--- config.mk ---
export PLATFORM = sky130hd
export DESIGN_NAME = fifo_rd_sched
export DESIGN_NICKNAME = d
export VERILOG_FILES = /design/src/rtl/fifo_rd_sched.sv
export SDC_FILE = /design/constraint.sdc
export NUM_CORES = 1
export LEC_CHECK = 0
export ABC_CLOCK_PERIOD_IN_PS = 3500
export BUFFER_PORTS_ARGS = -buffer_cell sky130_fd_sc_hd__clkbuf_2
export CAP_MARGIN = 20
export CORE_MARGIN = 2
export CORE_UTILIZATION = 49
export CTS_CLUSTER_SIZE = 14
export DETAILED_ROUTE_END_ITERATION = 8
export GPL_TIMING_DRIVEN = 0
export PLACE_DENSITY_LB_ADDON = 0.2
export SYNTH_ARGS = -nofsm -noshare
export SYNTH_HDL_FRONTEND = slang
export SYNTH_SLANG_ARGS = --single-unit
--- constraint.sdc ---
create_clock -name clk -period 3.5 [get_ports clk]
set_input_delay 0.175 -clock clk [delete_from_list [all_inputs] [get_ports clk]]
set_output_delay 0.175 -clock clk [all_outputs]
set_load 0.01 [all_outputs]
--- src/rtl/fifo_rd_sched.sv ---
// fifo_rd_sched: round-robin burst read scheduler that drains NUM_Q latency-1 FIFOs into one tagged valid/ready stream.
// Define FIFO_RD_SCHED_PRIO_EN for strict fixed priority (lowest non-empty index always wins).
module fifo_rd_sched #(
  parameter int NUM_Q = 4,
  parameter int DWIDTH = 32,
  parameter int BURST = 4
) (
  input  logic clk,
  input  logic rst_n,
  input  logic [NUM_Q-1:0] q_empty,
  output logic [NUM_Q-1:0] q_read,
  input  logic [NUM_Q*DWIDTH-1:0] q_dout,
  output logic out_valid,
  input  logic out_ready,
  output logic [DWIDTH-1:0] out_data,
  output logic [$clog2(NUM_Q)-1:0] out_qid
);
  localparam int QW = $clog2(NUM_Q);
  localparam logic [0:0] S_IDLE = 1'b0;
  localparam logic [0:0] S_BURST = 1'b1;
  logic [0:0] state;
  logic [QW-1:0] grant, winner, idx, inflight_qid;
  logic [7:0] bcnt;
  logic inflight, rd, credit_ok, push, pop, any_req;
  logic [1:0] count, wr_ptr, rd_ptr;
  logic [QW+DWIDTH-1:0] mem [3];
  assign any_req = ~&q_empty;
`ifdef FIFO_RD_SCHED_PRIO_EN
  always_comb begin
    winner = '0;
    idx = '0;
    for (int i = NUM_Q - 1; i >= 0; i--) begin
      idx = QW'(i);
      if (!q_empty[idx]) winner = idx;
    end
  end
`else
  logic [QW-1:0] rr_last;
  // scan downwards so the nearest queue after rr_last overwrites the rest
  always_comb begin
    winner = '0;
    idx = '0;
    for (int k = NUM_Q; k >= 1; k--) begin
      idx = QW'((int'(rr_last) + k) % NUM_Q);
      if (!q_empty[idx]) winner = idx;
    end
  end
  always_ff @(posedge clk)
    if (!rst_n)
      rr_last <= QW'(NUM_Q - 1);
    else if (state == S_IDLE && any_req)
      rr_last <= winner;
`endif
  // a word in flight already owns a buffer slot; a same-cycle pop is not credited
  assign credit_ok = 3'(count) + 3'(inflight) < 3'd3;
  assign rd = state == S_BURST && !q_empty[grant] && credit_ok;
  assign q_read = rd ? NUM_Q'(1) << grant : '0;
  always_ff @(posedge clk)
    if (!rst_n) begin
      state <= S_IDLE;
      grant <= '0;
      bcnt <= '0;
      inflight <= 1'b0;
      inflight_qid <= '0;
    end else begin
      inflight <= rd;
      if (rd)
        inflight_qid <= grant;
      if (state == S_IDLE) begin
        if (any_req) begin
          state <= S_BURST;
          grant <= winner;
          bcnt <= '0;
        end
      end else if (rd) begin
        bcnt <= bcnt + 8'd1;
        if (bcnt == 8'(BURST - 1))
          state <= S_IDLE;
      end else if (q_empty[grant])
        state <= S_IDLE;
    end
  assign push = inflight;
  assign out_valid = count != 2'd0;
  assign pop = out_valid && out_ready;
  assign {out_qid, out_data} = mem[rd_ptr];
  always_ff @(posedge clk)
    if (!rst_n) begin
      count <= '0;
      wr_ptr <= '0;
      rd_ptr <= '0;
      for (int i = 0; i < 3; i++)
        mem[i] <= '0;
    end else begin
      if (push) begin
        mem[wr_ptr] <= {inflight_qid, q_dout[inflight_qid*DWIDTH +: DWIDTH]};
        wr_ptr <= wr_ptr == 2'd2 ? 2'd0 : wr_ptr + 2'd1;
      end
      if (pop)
        rd_ptr <= rd_ptr == 2'd2 ? 2'd0 : rd_ptr + 2'd1;
      count <= count + 2'(push) - 2'(pop);
    end
endmodule

Word level (Yosys, flattened, before mapping)
Memory sizes are Yosys's and may differ from the RTL's. A register that Yosys moved wholly into a read port is not among the register bits.
Cells that the tools add are included.
- bits in registers: 22
- RAM bits: 102
- input bits: 135
- output and inout bits: 39
- word-level logic and storage cells: 80
- memories kept: 1
- memories (memory ; words ; width ; read ports ; clocked after memory_dff ; wr ports ; line ; text):
    mem ; 3 ; 34 ; 1 ; 1 ; 3 ; 26 ; logic [QW+DWIDTH-1:0] mem [3];
- add/sub/neg operators: 10
- $lt $le $gt $ge: 6
- equal/unequal tests: 5
- shift-type cells: 2
- mux-type cells: 34
- bitwise operators: 2
- reduce and logical (&&, ||, !) cells: 11
- operators with widths (kind ; number):
    variable part select 128 x 8 -> 32 bit ; 1
    2-to-1 mux 34 bit ; 1
    OR reduction 34 bit ; 1
    2-to-1 mux 8 bit ; 3
    2-to-1 mux 2 bit ; 9
    less-than comparator 2 x 3 -> 1 bit (second input constant) ; 5
    2-to-1 mux 1 bit ; 15
    binary-select mux 1 bit (select 2 bit) ; 5
    adder 2 x 1 -> 2 bit (second input constant) ; 4
    adder 8 x 1 -> 8 bit (second input constant) ; 1
    equality test 8 x 2 -> 1 bit (second input constant) ; 1
    adder 2 bit (second input constant) ; 2
    equality test 2 bit (second input constant) ; 2
    logical AND 1 bit ; 4
    2-to-1 mux 4 bit ; 1
    AND reduction 2 bit ; 2
    AND reduction 4 bit ; 1
    left shift 1 x 2 -> 4 bit (first input constant) ; 1
    adder 2 x 1 -> 3 bit ; 1
    less-than comparator 3 x 2 -> 1 bit (second input constant) ; 1
    adder 2 x 1 -> 2 bit ; 1
    zero test 1 bit ; 2
    inequality test 2 x 1 -> 1 bit (second input constant) ; 1
    inequality test 2 bit (second input constant) ; 1
    3 further kinds ; 4

Logic depth before layout (Yosys ltp)
- depth after elaboration: 7
- gate-level depth with buffers: 8
- mapped depth without buffers: 8

Least setup slack after synthesis
OpenSTA, ideal clock, no wires.
- path kind: register -> register
- from: reg inflight
- to: mem mem[2][0] (netlist bit) (enable)
- setup time: 472 ps
- arrival: 3006 ps
- required time: 3028 ps
- slack: 21 ps
- stages on the path, launching flop included: 3
- buffers on the path: 0
- period minus slack after synthesis: 3479 ps
- path through: dfxtp_1 -> nand3_1 -> o21ai_0
- RTL lines (item ; line ; text):
    from (decl) ; 24 ; logic inflight, rd, credit_ok, push, pop, any_req;
    from (signal assigned) ; 66 ; inflight <= rd;
    to (decl) ; 26 ;

==> metrics.md <==
| Metric | Value |
|---|---|
| Asr flop ratio synth | `0` |
| Cts bufs inserted | `17` |
| Vias per Instance | `5.62` |
| Root Driver | `clkbuf_16` |
| Post-Syn Instances | `471` |
| Fin crit period | `2.83 ns` |
| Slew @ Worst Pin | `0.951 ns` |
| Synthesis-stage register bit count | `160` |
| Total gr overflow | `0` |
| CTS tree | `yes` |
| Seq. cell area | `4560 um2` |
| Crit start category | `flip-flop` |
| Initial Utilization | `0.497` |
| Die Wd | `128 um` |
| Drc violations | `0` |
| Crit Path Max Fanout | `10` |
| Reg2reg path depth | `4` |
| Nets | `807` |
| Worst-path clk slew | `0.06 ns` |
| Main synth FF type | `edfxtp_1` |
| Fmax | `0.353 GHz` |
| Routability congestion estimate | `0.731` |
| Gr usage total | `0.218` |
| Crit end category | `output pin` |
| CP required | `3.32 ns` |
| Final instance area | `9230 um2` |
| Worst skew pair latency | `0.41 ns` |
| Final setup violating endpoints | `0` |
| Chip Height | `128 um` |
| DR vias | `4859` |
| Cts repair resizes | `0` |
| Commonest cells after routing, fill and taps aside | `173 x clkbuf_2, 136 x edfxtp_1, 106 x and2_1` |
| Placed Area | `8720 um2` |
| Synth Cell Area | `7500 um2` |
| HP Class | `primary input to flip-flop` |
| Most common cell after layout, fill and taps aside | `clkbuf_2` |
| Number of DRC markers in iteration 0 | `363` |
| EDFF count, synth | `136` |
| Synthesized area per cell | `15.9 um2` |
| Leakage power | `3.56 nW` |
| Count of final hold-check violations | `0` |
| Slew Viols, Final | `0` |
| Port bufs | `173` |
| Top Ports | `174` |
| Initial antenna violation count | `0` |
| Worst Skew | `0.00734 ns` |
| Outcome | `finished clean` |
| TNS Setup | `0 ns` |
| Arrival @ worst endpoint | `2.65 ns` |
| Core Area | `15100 um2` |
| Unrepaired setup endpoints after global routing | `false` |
| First-pass GRT wire length | `26000 um` |
| Final wirelength | `17100 um` |
| Pwr/cell area | `492 nW/um2` |
| Die ar. | `16300 um2` |
| Drt pass-1 iters | `5` |
| FILL cells | `1201` |
| Synth cell types | `44` |
| Number of global-route vias before repair | `4971` |
| Hold depth | `3` |
| Mapped Nets | `611` |
| Slew HR | `0.366` |
| Total power draw | `0.00454 W` |
| Final ANT Viol Nets | `0` |
| CP Class | `flip-flop to output pin` |
| Peak supply drop | `0.388 mV` |
| Layout cells sized above 1 | `0.414` |
| Sequential area share after synthesis | `0.608` |
| Synth-to-layout area growth | `23.0%` |
| Final Cycle Share | `0.808` |
| Largest net degree at the start of global routing | `24` |
| CTS H-tree lvls | `4` |
| Max-cap viol count | `0` |
| CTS max path bufs | `2` |
| Core Rows | `45` |
| Clk sink count | `160` |
| Post-CTS setup repair buffer count | `0` |
| Multi-input combinational cell area | `2820 um2` |
| Wire per inst | `19.7 um` |
| YS warnings | `0` |
| DP Wirelength | `11800 um` |
| Cts hold-fix bufs | `0` |
| Antenna diodes | `0` |
layer usage:
metal	track usage	wire length [um]
met3	0.0438	1140
met2	0.381	9030
met5	0	0
met4	0.0730	251
met1	0.276	6630
logic make-up (layout without fill, tap and decap cells):
kind of cell,after synthesis,in the layout,share of synthesized area
AOI/OAI and AO/OA,29,29,0.0263
and+or+nand+nor,166,166,0.128
adders and majority gates,5,5,0.00834
muxes,69,69,0.204
buffers and inverters,38,244,0.0203
DFF,160,160,0.608
xor gates and xnor gates,4,4,0.00467
through the flow:
step,worst slack (ns),instances,utilization,hold slack (ns)
detailed placement,0.730,836,0.578,0.423
global route,0.399,865,0.612,0.183
CTS,0.581,865,0.612,0.123
floorplan,0.0211,471,-,0.363
finish,0.671,865,0.612,0.145
global placement,-2.01,832,0.570,0.415
power by group:
group	switching [W]	leakage, nW	total [W]	internal, W
clock network	0.000672	0.255	0.00161	0.000942
registers	0.0000364	1.56	0.00218	0.00215
logic	0.000367	1.74	0.000742	0.000374
final timing paths:
| kind | slack (ns) | startpoint | end |
|---|---|---|---|
| max | 0.67 | flip-flop | out_data[30] |
| min | 0.14 | q_empty[2] | grant[0] |
| max reg2reg | 0.76 | inflight_qid[0] | mem[0][20] |
| min reg2reg | 0.43 | inflight_qid[0] | mem[3][32] |
worst max-delay path: stages, from the launching register on:
cell      delay (ns)
dfxtp_1         0.31
clkbuf_1        0.42
buf_1           0.73
mux4_2          0.63
clkbuf_2        0.15
flip-flops by register name (all words and copies together), names as in the netlist, named ones only:
register	flops
count	2
rd_ptr	2
wr_ptr	2
rr_last	2
inflight_qid	2
bcnt	8
mem	136
state	1
grant	2
inflight	1
cell usage after synthesis, types with 2 or more instances:
| library cell | instances | area, um2 |
|---|---|---|
| edfxtp_1 | 136 | 4080 |
| and2_1 | 106 | 663 |
| mux4_2 | 67 | 1510 |
| dfxtp_1 | 24 | 480 |
| clkbuf_1 | 22 | 82.6 |
| nor2_1 | 16 | 60.1 |
| nand2_1 | 12 | 45.0 |
| inv_1 | 9 | 33.8 |
| nand3_1 | 9 | 45.0 |
| a21oi_1 | 7 | 35.0 |
| o21ai_0 | 7 | 35.0 |
| ha_1 | 5 | 62.6 |
| buf_1 | 4 | 15.0 |
| nor2b_1 | 4 | 25.0 |
| nor3_1 | 4 | 20.0 |
| nor4_1 | 4 | 25.0 |
| xnor2_1 | 4 | 35.0 |
| a21boi_0 | 3 | 22.5 |
| buf_2 | 2 | 10.0 |
| mux2i_1 | 2 | 20.0 |
final cells by class:
type / instances / share of cell area
Sequential cell: 160 / 0.495
Clock inverter: 12 / 0.00854
Timing Repair Buffer: 177 / 0.103
Inverter: 9 / 0.00366
Tap cell: 188 / 0.0255
Buffer: 29 / 0.0129
Multi-Input combinational cell: 273 / 0.305
Clock buffer: 17 / 0.0461
(Power assumes the default switching activity.)
